[config.mk]
export PLATFORM = sky130hd
export DESIGN_NAME = shift_seq_ctrl_flat
export DESIGN_NICKNAME = d
export VERILOG_FILES = /design/src/rtl/shift_seq_pkg.sv /design/src/rtl/shift_seq_ctrl_if.sv /design/src/rtl/shr1_unit.sv /design/src/rtl/shift_seq_ctrl.sv /design/src/flat_wrapper.sv
export SDC_FILE = /design/constraint.sdc
export NUM_CORES = 1
export LEC_CHECK = 0
export CAP_MARGIN = 5
export CORE_MARGIN = 3
export CORE_UTILIZATION = 48
export CTS_CLUSTER_DIAMETER = 150
export DETAILED_ROUTE_END_ITERATION = 10
export DONT_BUFFER_PORTS = 1
export GPL_ROUTABILITY_DRIVEN = 0
export PLACE_DENSITY = 0.75
export SLEW_MARGIN = 20
export SYNTH_ARGS = -nofsm -noshare
export SYNTH_HDL_FRONTEND = slang
export SYNTH_SLANG_ARGS = --single-unit
[constraint.sdc]
create_clock -name clk -period 1.2 [get_ports clk]
set_clock_uncertainty 0.15 [all_clocks]
set_input_delay 0.24 -clock clk [delete_from_list [all_inputs] [get_ports clk]]
set_output_delay 0.24 -clock clk [all_outputs]
set_load 0.05 [all_outputs]
[src/rtl/shift_seq_pkg.sv]
// Shared types and default sizing for the multi-cycle logical right-shift sequencer.
package shift_seq_pkg;

  localparam int unsigned DefaultWidth = 4;
  localparam int unsigned DefaultAmtW  = 3;

  typedef enum logic [1:0] {
    IDLE  = 2'b00,
    SHIFT = 2'b01,
    DONE  = 2'b10
  } seq_state_t;

endpackage

[src/rtl/shift_seq_ctrl_if.sv]
// Start/ready/done handshake between the ALU op decoder and the shift sequencer.
interface shift_seq_ctrl_if #(
  parameter int unsigned WIDTH = 4,
  parameter int unsigned AMT_W = 3
);

  logic             start;
  logic [WIDTH-1:0] a;
  logic [AMT_W-1:0] amt;
  logic             ready;
  logic             busy;
  logic             done;
  logic [WIDTH-1:0] result;
  logic             zero_flag;
  logic             carry_flag;

  modport master (
    output start,
    output a,
    output amt,
    input  ready,
    input  busy,
    input  done,
    input  result,
    input  zero_flag,
    input  carry_flag
  );

  modport slave (
    input  start,
    input  a,
    input  amt,
    output ready,
    output busy,
    output done,
    output result,
    output zero_flag,
    output carry_flag
  );

endinterface

[src/rtl/shr1_unit.sv]
// Single-step logical right shift: zero fill from the MSB, LSB reported as the shifted-out bit.
module shr1_unit #(
  parameter int unsigned WIDTH = 4
) (
  input  logic [WIDTH-1:0] din,
  output logic [WIDTH-1:0] dout,
  output logic             bit_out
);

  always_comb begin
    dout    = {1'b0, din[WIDTH-1:1]};
    bit_out = din[0];
  end

endmodule

[src/rtl/shift_seq_ctrl.sv]
// Sequencer that executes a multi-bit SHR by stepping the one-bit shifter once per clock,
// then presents the result with zero/carry flags for a single done cycle.
module shift_seq_ctrl
  import shift_seq_pkg::*;
#(
  parameter int unsigned WIDTH = DefaultWidth,
  parameter int unsigned AMT_W = DefaultAmtW
) (
  input  logic             clk,
  input  logic             rst,
  shift_seq_ctrl_if.slave  bus
);

  localparam logic [AMT_W-1:0] WidthAmt = AMT_W'(WIDTH);
  localparam logic [AMT_W-1:0] OneAmt   = AMT_W'(1);

  seq_state_t       state_q, state_d;
  logic [WIDTH-1:0] work_q, work_d;
  logic             carry_q, carry_d;
  logic [AMT_W-1:0] count_q, count_d;
  logic [WIDTH-1:0] result_q, result_d;
  logic             zero_q, zero_d;
  logic             cflag_q, cflag_d;

  logic [WIDTH-1:0] shifted;
  logic             shift_out;
  logic [AMT_W-1:0] amt_eff;
  logic             ready;
  logic             accept;

  shr1_unit #(
    .WIDTH (WIDTH)
  ) u_shr1 (
    .din     (work_q),
    .dout    (shifted),
    .bit_out (shift_out)
  );

  // Amounts past WIDTH behave exactly like a full-width shift.
  always_comb begin
    amt_eff = (bus.amt > WidthAmt) ? WidthAmt : bus.amt;
  end

  always_comb begin
    ready  = (state_q == IDLE) || (state_q == DONE);
    accept = ready && bus.start;
  end

  always_comb begin
    state_d  = state_q;
    work_d   = work_q;
    carry_d  = carry_q;
    count_d  = count_q;
    result_d = result_q;
    zero_d   = zero_q;
    cflag_d  = cflag_q;

    unique case (state_q)
      IDLE: begin
        state_d = IDLE;
      end
      SHIFT: begin
        work_d  = shifted;
        carry_d = shift_out;
        count_d = count_q - OneAmt;
        if (count_q == OneAmt) begin
          state_d = DONE;
        end
      end
      DONE: begin
        result_d = work_q;
        zero_d   = (work_q == '0);
        cflag_d  = carry_q;
        state_d  = IDLE;
      end
      default: begin
        state_d = IDLE;
      end
    endcase

    // Acceptance in IDLE or DONE overrides the default path so back-to-back starts chain.
    if (accept) begin
      work_d  = bus.a;
      carry_d = 1'b0;
      count_d = amt_eff;
      state_d = (amt_eff != '0) ? SHIFT : DONE;
    end
  end

  always_ff @(posedge clk) begin
    if (rst) begin
      state_q  <= IDLE;
      work_q   <= '0;
      carry_q  <= 1'b0;
      count_q  <= '0;
      result_q <= '0;
      zero_q   <= 1'b0;
      cflag_q  <= 1'b0;
    end else begin
      state_q  <= state_d;
      work_q   <= work_d;
      carry_q  <= carry_d;
      count_q  <= count_d;
      result_q <= result_d;
      zero_q   <= zero_d;
      cflag_q  <= cflag_d;
    end
  end

  // During DONE the live working values are shown; otherwise the last captured ones hold.
  always_comb begin
    bus.ready      = ready;
    bus.busy       = (state_q == SHIFT);
    bus.done       = (state_q == DONE);
    bus.result     = (state_q == DONE) ? work_q : result_q;
    bus.zero_flag  = (state_q == DONE) ? (work_q == '0) : zero_q;
    bus.carry_flag = (state_q == DONE) ? carry_q : cflag_q;
  end

  shift_count_nonzero_a : assert property (
    @(posedge clk) disable iff (rst) (state_q == SHIFT) |-> (count_q != '0)
  );

  ready_busy_exclusive_a : assert property (
    @(posedge clk) disable iff (rst) !(bus.ready && bus.busy)
  );

endmodule

[src/flat_wrapper.sv]
// flat-port wrapper written by rule: the top's interface ports become plain ports
module shift_seq_ctrl_flat import shift_seq_pkg::*;
#(
  parameter int unsigned WIDTH = DefaultWidth,
  parameter int unsigned AMT_W = DefaultAmtW
)
  (clk, rst, bus_start, bus_a, bus_amt, bus_ready, bus_busy, bus_done, bus_result, bus_zero_flag, bus_carry_flag);
  shift_seq_ctrl_if #(.WIDTH(WIDTH), .AMT_W(AMT_W)) bus_i ();
  input  logic clk;
  input  logic rst;
  input wire logic [$bits(bus_i.start)-1:0] bus_start;
  input wire logic [$bits(bus_i.a)-1:0] bus_a;
  input wire logic [$bits(bus_i.amt)-1:0] bus_amt;
  output wire logic [$bits(bus_i.ready)-1:0] bus_ready;
  output wire logic [$bits(bus_i.busy)-1:0] bus_busy;
  output wire logic [$bits(bus_i.done)-1:0] bus_done;
  output wire logic [$bits(bus_i.result)-1:0] bus_result;
  output wire logic [$bits(bus_i.zero_flag)-1:0] bus_zero_flag;
  output wire logic [$bits(bus_i.carry_flag)-1:0] bus_carry_flag;
  assign bus_i.start = bus_start;
  assign bus_i.a = bus_a;
  assign bus_i.amt = bus_amt;
  assign bus_ready = bus_i.ready;
  assign bus_busy = bus_i.busy;
  assign bus_done = bus_i.done;
  assign bus_result = bus_i.result;
  assign bus_zero_flag = bus_i.zero_flag;
  assign bus_carry_flag = bus_i.carry_flag;
  shift_seq_ctrl #(.WIDTH(WIDTH), .AMT_W(AMT_W)) u_core (.clk(clk), .rst(rst), .bus(bus_i));
endmodule
==> run summary, run 1 <==
DR pass1 iterations: 4
# setup viols final: 25
Total core area: 0.00138 mm^2
Area added between synthesis and finish: 68.9%
Max-slew violations: 0
Cell row count: 13
CP Launch Type: flip-flop
Syn_area_per_cell: 9.53 um^2
Clock Latency Late Sink: 280 ps
Worst min path class: input pin to flip-flop
Initial Util: 0.538
Die Y: 45.4 um
Area post-placement: 940 um^2
1st-iter DRT viols: 16
Largest net degree at the start of global routing: 17
Yosys warns: 0
Number of cells produced by synthesis: 78
Most common cell after layout, fill and taps aside: dfxtp_1
Via density: 5.81
RSZ-0062 raised after global routing: true
Wirelength, routed: 2.27 mm
Layout cells sized above 1: 0.557
Crit path largest cell delay: 330 ps
Unique masters post-synth: 24
Die width: 45.4 um
Mapped Area: 743 um^2
Worst-path cell chain: nor4_1, nand3_1, nand2_4
DR vias: 703
FILL cells: 57
Peak supply drop: 1160 uV
Crit end category: output pin
Critical setup path kind: flip-flop to output pin
Fmax: 0.600 GHz
Antenna Cells: 0
I/O Buffers: 0
CP Max Fanout: 2
Pwr/cell area: 1150 mW/mm^2
CTS tree: done
Relative slew slack: 0.400
Sequential share of the synthesized area: 0.431
Syn nets: 90
Antenna Nets Post-Route: 0
CTS Sinks: 16
GRT Resource Usage Total: 0.213
Routed wire length per instance: 18.7 um
Ports: 19
Setup WS post-layout: -467 ps
Critical path's slowest cell: dfxtp_1
Number of synthesized register bits: 16
Fin area: 0.00125 mm^2
Final Hold Fails: 0
Most frequent cells in the layout: dfxtp_1 (14), buf_4 (9), buf_6 (7)
Clk root buf: clkbuf_4
Remaining DRCs: 0
Initial antenna violation count: 0
Clock Path Buffers: 2
Max-cap violations: 0
Min Tclk post-route: 1670 ps
Static Leak: 0.510 nW
Outcome: complete, but fails checks
Final instance count without filler cells: 121
Tightest Pin Transition: 900 ps
Final Net Count: 119
First-pass GRT wire length: 3.11 mm
TNS Setup: -5810 ps
Htree depth: 1
Number of global-route vias before repair: 718
Tcrit/Tclk final: 1.39
GRT overflow: 0
Placed Cells: 105
Overall power: 1.44 mW
WP data arrival: 1280 ps
CTS clock-pin slew for the worst setup and hold paths: 100 ps
Violated checks: setup timing
Die area: 0.00206 mm^2
Required @ worst endpoint: 810 ps
Post-Place Setup Slack: -142 ps
TritonCTS Buffers: 3
Hpwl dp: 1.30 mm
[Yosys cell counts]
master | count | area [um^2]
a2bb2oi_1 | 1 | 8.76
buf_2 | 1 | 5.00
a31oi_1 | 1 | 6.26
ha_1 | 2 | 25.0
mux2_4 | 6 | 90.1
a21oi_1 | 8 | 40.0
clkbuf_1 | 2 | 7.51
buf_6 | 1 | 11.3
o22ai_1 | 1 | 6.26
o21ba_2 | 1 | 10.0
nor3b_1 | 1 | 7.51
nor4_1 | 1 | 6.26
a22oi_1 | 4 | 30.0
nor2_1 | 1 | 3.75
dfxtp_1 | 16 | 320
nand2_1 | 3 | 11.3
inv_2 | 1 | 3.75
nor2b_1 | 6 | 37.5
nor3_1 | 3 | 15.0
a32oi_1 | 1 | 8.76
mux2i_1 | 1 | 10.0
nand2b_1 | 4 | 25.0
inv_1 | 5 | 18.8
nand3_1 | 7 | 35.0
[critical path, delay by kind of cell, from the launching register on]
family | cells | cell delay [ps]
flops | 1 | 330
simple gates | 3 | 660
[logic make-up after synthesis]
family                   synth area share
AO/OA/AOI/OAI                       0.148
adder cells (fa/ha/maj)            0.0337
buffers and inverters              0.0623
flip-flops                          0.431
multiplexers                        0.135
AND/OR/NAND/NOR                     0.190
[routing by layer]
| metal | vias to the layer above | GRT usage | part of all wire |
|---|---|---|---|
| met5 | - | 0 | 0 |
| met4 | 0 | 0.0936 | 0.015 |
| met3 | 4 | 0.0837 | 0.045 |
| met2 | 28 | 0.387 | 0.56 |
| met1 | 340 | 0.211 | 0.38 |
| li1 | 331 | - | - |
[sequential cells by signal, summed over array words and instances (netlist names)]
| register | count |
|---|---|
| u_core.result_q | 4 |
| u_core.count_q | 3 |
| u_core.work_q | 4 |
| u_core.state_q | 2 |
| u_core.cflag_q | 1 |
| u_core.zero_q | 1 |
| u_core.carry_q | 1 |
[worst paths after layout]
check                           cells after the start  slack [ps]            endpoint         startpoint
worst min register to register                      2         320   u_core.count_q[1]  u_core.count_q[1]
worst max register to register                      3        -220  u_core.result_q[0]  u_core.state_q[0]
worst min-delay path                                2          10   u_core.count_q[2]         bus_amt[2]
worst max-delay path                                3        -470       bus_zero_flag   u_core.work_q[3]
[power by group]
part | internal [mW] | switching (mW) | leakage (nW) | total, mW
Sequential | 0.564 | 0.0217 | 0.132 | 0.585
Combinational | 0.249 | 0.254 | 0.357 | 0.502
Clock | 0.185 | 0.170 | 0.0210 | 0.354
[cell type report]
cell class	count	area [um^2]	share of cell area
multi-input combinational	52	519	0.414
sequential	16	325	0.259
timing repair buffer	28	314	0.250
inverter	6	41.3	0.0329
clock buffer	4	36.3	0.0289
tap	15	18.8	0.0150
[timing repair]
item / in CTS / in global routing
setup endpoints to repair: 23 / 25
buffers inserted: 1 / 5
hold endpoints to repair: 16 / 2
gates resized for setup: 11 / 26
hold buffers: 5 / 2
pin swaps: 1 / 8
[stage by stage]
stage	util	hold slack, ps
global placement	0.680	162
CTS	0.775	0.742
global route	0.908	2.11
floorplan	-	162
detailed placement	0.680	163
finish	0.908	11.0
Power figures use the tool's default switching activity.
==> inputs of run 2 (changes only) <==
--- a/config.mk
+++ b/config.mk
@@ -6,7 +6,7 @@
 export NUM_CORES = 1
 export LEC_CHECK = 0
 export CAP_MARGIN = 5
-export CORE_MARGIN = 3
+export CORE_MARGIN = 10
 export CORE_UTILIZATION = 48
 export CTS_CLUSTER_DIAMETER = 150
 export DETAILED_ROUTE_END_ITERATION = 10
==> run 2 against run 1 <==
The flow still finishes with violations (setup timing). Via count decreased by 0.43%. Count of clock-buffer cells in the layout unchanged. Register-to-register slack lost 30 ps.
==> run summary, run 2 (synthesis results as in run 1) <==
Comb power frac: 0.378 (+0.030)
Antenna Cells: 0 (unchanged)
Max-cap violations: 0 (unchanged)
Final Net Count: 123 (+3.4%)
Area added between synthesis and finish: 74.6%
Hpwl dp: 1.38 mm (+6.6%)
DR pass1 iterations: 4 (unchanged)
Worst min path class: input pin to flip-flop
# setup viols final: 25 (unchanged)
Critical setup path kind: flip-flop to output pin
Initial antenna violation count: 0 (unchanged)
Pwr/cell area: 1100 mW/mm^2 (-4.0%)
Largest net degree at the start of global routing: 18 (+1)
I/O Buffers: 0 (unchanged)
Static Leak: 0.529 nW (+3.8%)
CP Max Fanout: 7 (+5)
TritonCTS Buffers: 3 (unchanged)
Remaining DRCs: 0 (unchanged)
Htree depth: 1 (unchanged)
Worst-path cell chain: nand2b_4, mux2_4
Cell row count: 14 (+1)
Wirelength, routed: 2.33 mm (+2.9%)
Ports: 19 (unchanged)
Min Tclk post-route: 1660 ps (-2.93 ps)
Peak supply drop: 1050 uV (-9.3%)
Critical Path Sink: bus_result[3]
Post-layout util: 0.871 (-0.0363)
Layout cells sized above 1: 0.645 (+0.0889)
CTS Sinks: 16 (unchanged)
Die area: 0.00352 mm^2 (+71%)
Required @ worst endpoint: 810 ps (about the same)
Critical path's slowest cell: mux2_4
Final instance count without filler cells: 126 (+4.1%)
Tcrit/Tclk final: 1.39 (-0.00244)
Clock Latency Late Sink: 290 ps (about the same)
Final Hold Fails: 0 (unchanged)
Worst Setup SP: u_core.state_q[0]
Crit path largest cell delay: 410 ps (+80 ps)
Die width: 59.4 um (+31%)
Violated checks: setup timing
RSZ-0062 raised after global routing: true
Tightest Pin Transition: 803 ps (-97.1 ps)
Placed Cells: 107 (+1.9%)
Setup WS post-layout: -464 ps (+2.93 ps)
Reg2Reg Depth: 3 (unchanged)
R2R Path End: u_core.result_q[3]
Clk root buf: clkbuf_4
DR vias: 700 (-0.43%)
Max-slew violations: 0 (unchanged)
Worst Path Buf+Inv: 0 (unchanged)
Die Y: 59.4 um (+31%)
GRT overflow: 0 (unchanged)
1st-iter DRT viols: 3 (-13)
Via density: 5.56 (-4.4%)
CTS clock-pin slew for the worst setup and hold paths: 100 ps (about the same)
Routed wire length per instance: 18.5 um (-1.2%)
Initial Util: 0.499 (-0.0384)
Crit path depth: 2 (-1)
Sw Pwr: 0.463 mW (+4.0%)
Crit end category: output pin
Setup slack, reg-to-reg: -250 ps (-30 ps)
GRT Resource Usage Total: 0.118 (-0.0956)
Fmax: 0.601 GHz (+0.18%)
Fin area: 0.00130 mm^2 (+3.4%)
Number of global-route vias before repair: 718 (unchanged)
Clk network pwr share: 0.212 (-0.034)
Reg power frac: 0.410 (+0.004)
Total core area: 0.00149 mm^2 (+7.7%)
First-pass GRT wire length: 3.22 mm (+3.5%)
WP data arrival: 1270 ps (about the same)
Clock Path Buffers: 2 (unchanged)
CTS tree: done
Most common cell after layout, fill and taps aside: buf_4
Overall power: 1.43 mW (-0.71%)
Net Sw Frac: 0.324 (+0.0148)
Antenna Nets Post-Route: 0 (unchanged)
Outcome: complete, but fails checks
Largest regs: u_core.result_q: 4 flops, u_core.work_q: 4 flops, u_core.count_q: 3 flops
Crit path max-delay family: multiplexers
CP Launch Type: flip-flop
RR Startpoint: u_core.state_q[0]
Most frequent cells in the layout: buf_4 (14), dfxtp_1 (13), buf_6 (8)
Area post-placement: 936 um^2 (-0.40%)
Worst hold start: bus_a[1]
Relative slew slack: 0.465 (+0.0647)
Pint: 0.968 mW (-2.8%)
## run 2: changes by cell type in the layout (fill, tap and decap cells not counted), sizes merged
cell	before	now
dlygate4sd3	6	5
buf	21	26
## run 2: timing repair
| action | in CTS | in global routing |
|---|---|---|
| hold buffers | 3 | 3 |
| endpoints found under the hold margin | 16 | 3 |
| resized for setup | 8 | 37 |
| buffers inserted | 2 | 7 |
| pin swaps | 3 | 17 |
| endpoints found under the setup margin | 23 | 25 |
## run 2: power by group through the flow
| stage | clock, mW | sequential (mW) | combinational [mW] |
|---|---|---|---|
| finish | 0.304 | 0.587 | 0.541 |
| global route | 0.340 | 0.589 | 0.571 |
| CTS | 0.305 | 0.583 | 0.387 |
| detailed placement | 0 | 0.594 | 0.345 |
| global placement | 0 | 0.592 | 0.336 |
| floorplan | 0 | 0.597 | 0.226 |
## run 2: cell type report
type                       count  area (um^2)
clock buffer                   4         26.3
multi-input combinational     52          546
tap                           16         20.0
inverter                       6         41.3
fill                          68          191
timing repair buffer          32          338
sequential                    16          327
## run 2: metal layers
| layer | vias to the layer above | global-route usage | wire length (um) |
|---|---|---|---|
| met5 | - | 0 | 0 |
| li1 | 336 | - | - |
| met2 | 19 | 0.205 | 1240 |
| met3 | 5 | 0.0644 | 176 |
| met4 | 0 | 0.0426 | 21 |
| met1 | 340 | 0.114 | 897 |
## run 2: through the flow
| step | setup TNS [ps] | setup slack [ps] | hold slack (ps) |
|---|---|---|---|
| finish | -6790 | -464 | 4.34 |
| floorplan | -2160 | -197 | 162 |
| global route | -7870 | -534 | 3.42 |
| global placement | -1730 | -203 | 162 |
| detailed placement | -2090 | -197 | 164 |
| CTS | -5570 | -459 | 1.59 |
## run 2: worst min path at each step
| stage | end | slack, ps | cells past startpoint |
|---|---|---|---|
| 3_3_place_gp | u_core.zero_q | 160 | 1 |
| 4_1_cts | u_core.count_q[0] | 2 | 2 |
| 2_1_floorplan | u_core.cflag_q | 160 | 1 |
| 3_5_place_dp | u_core.count_q[0] | 160 | 1 |
| 6_report | u_core.work_q[1] | 4 | 2 |
| 5_1_grt | u_core.work_q[1] | 3 | 2 |
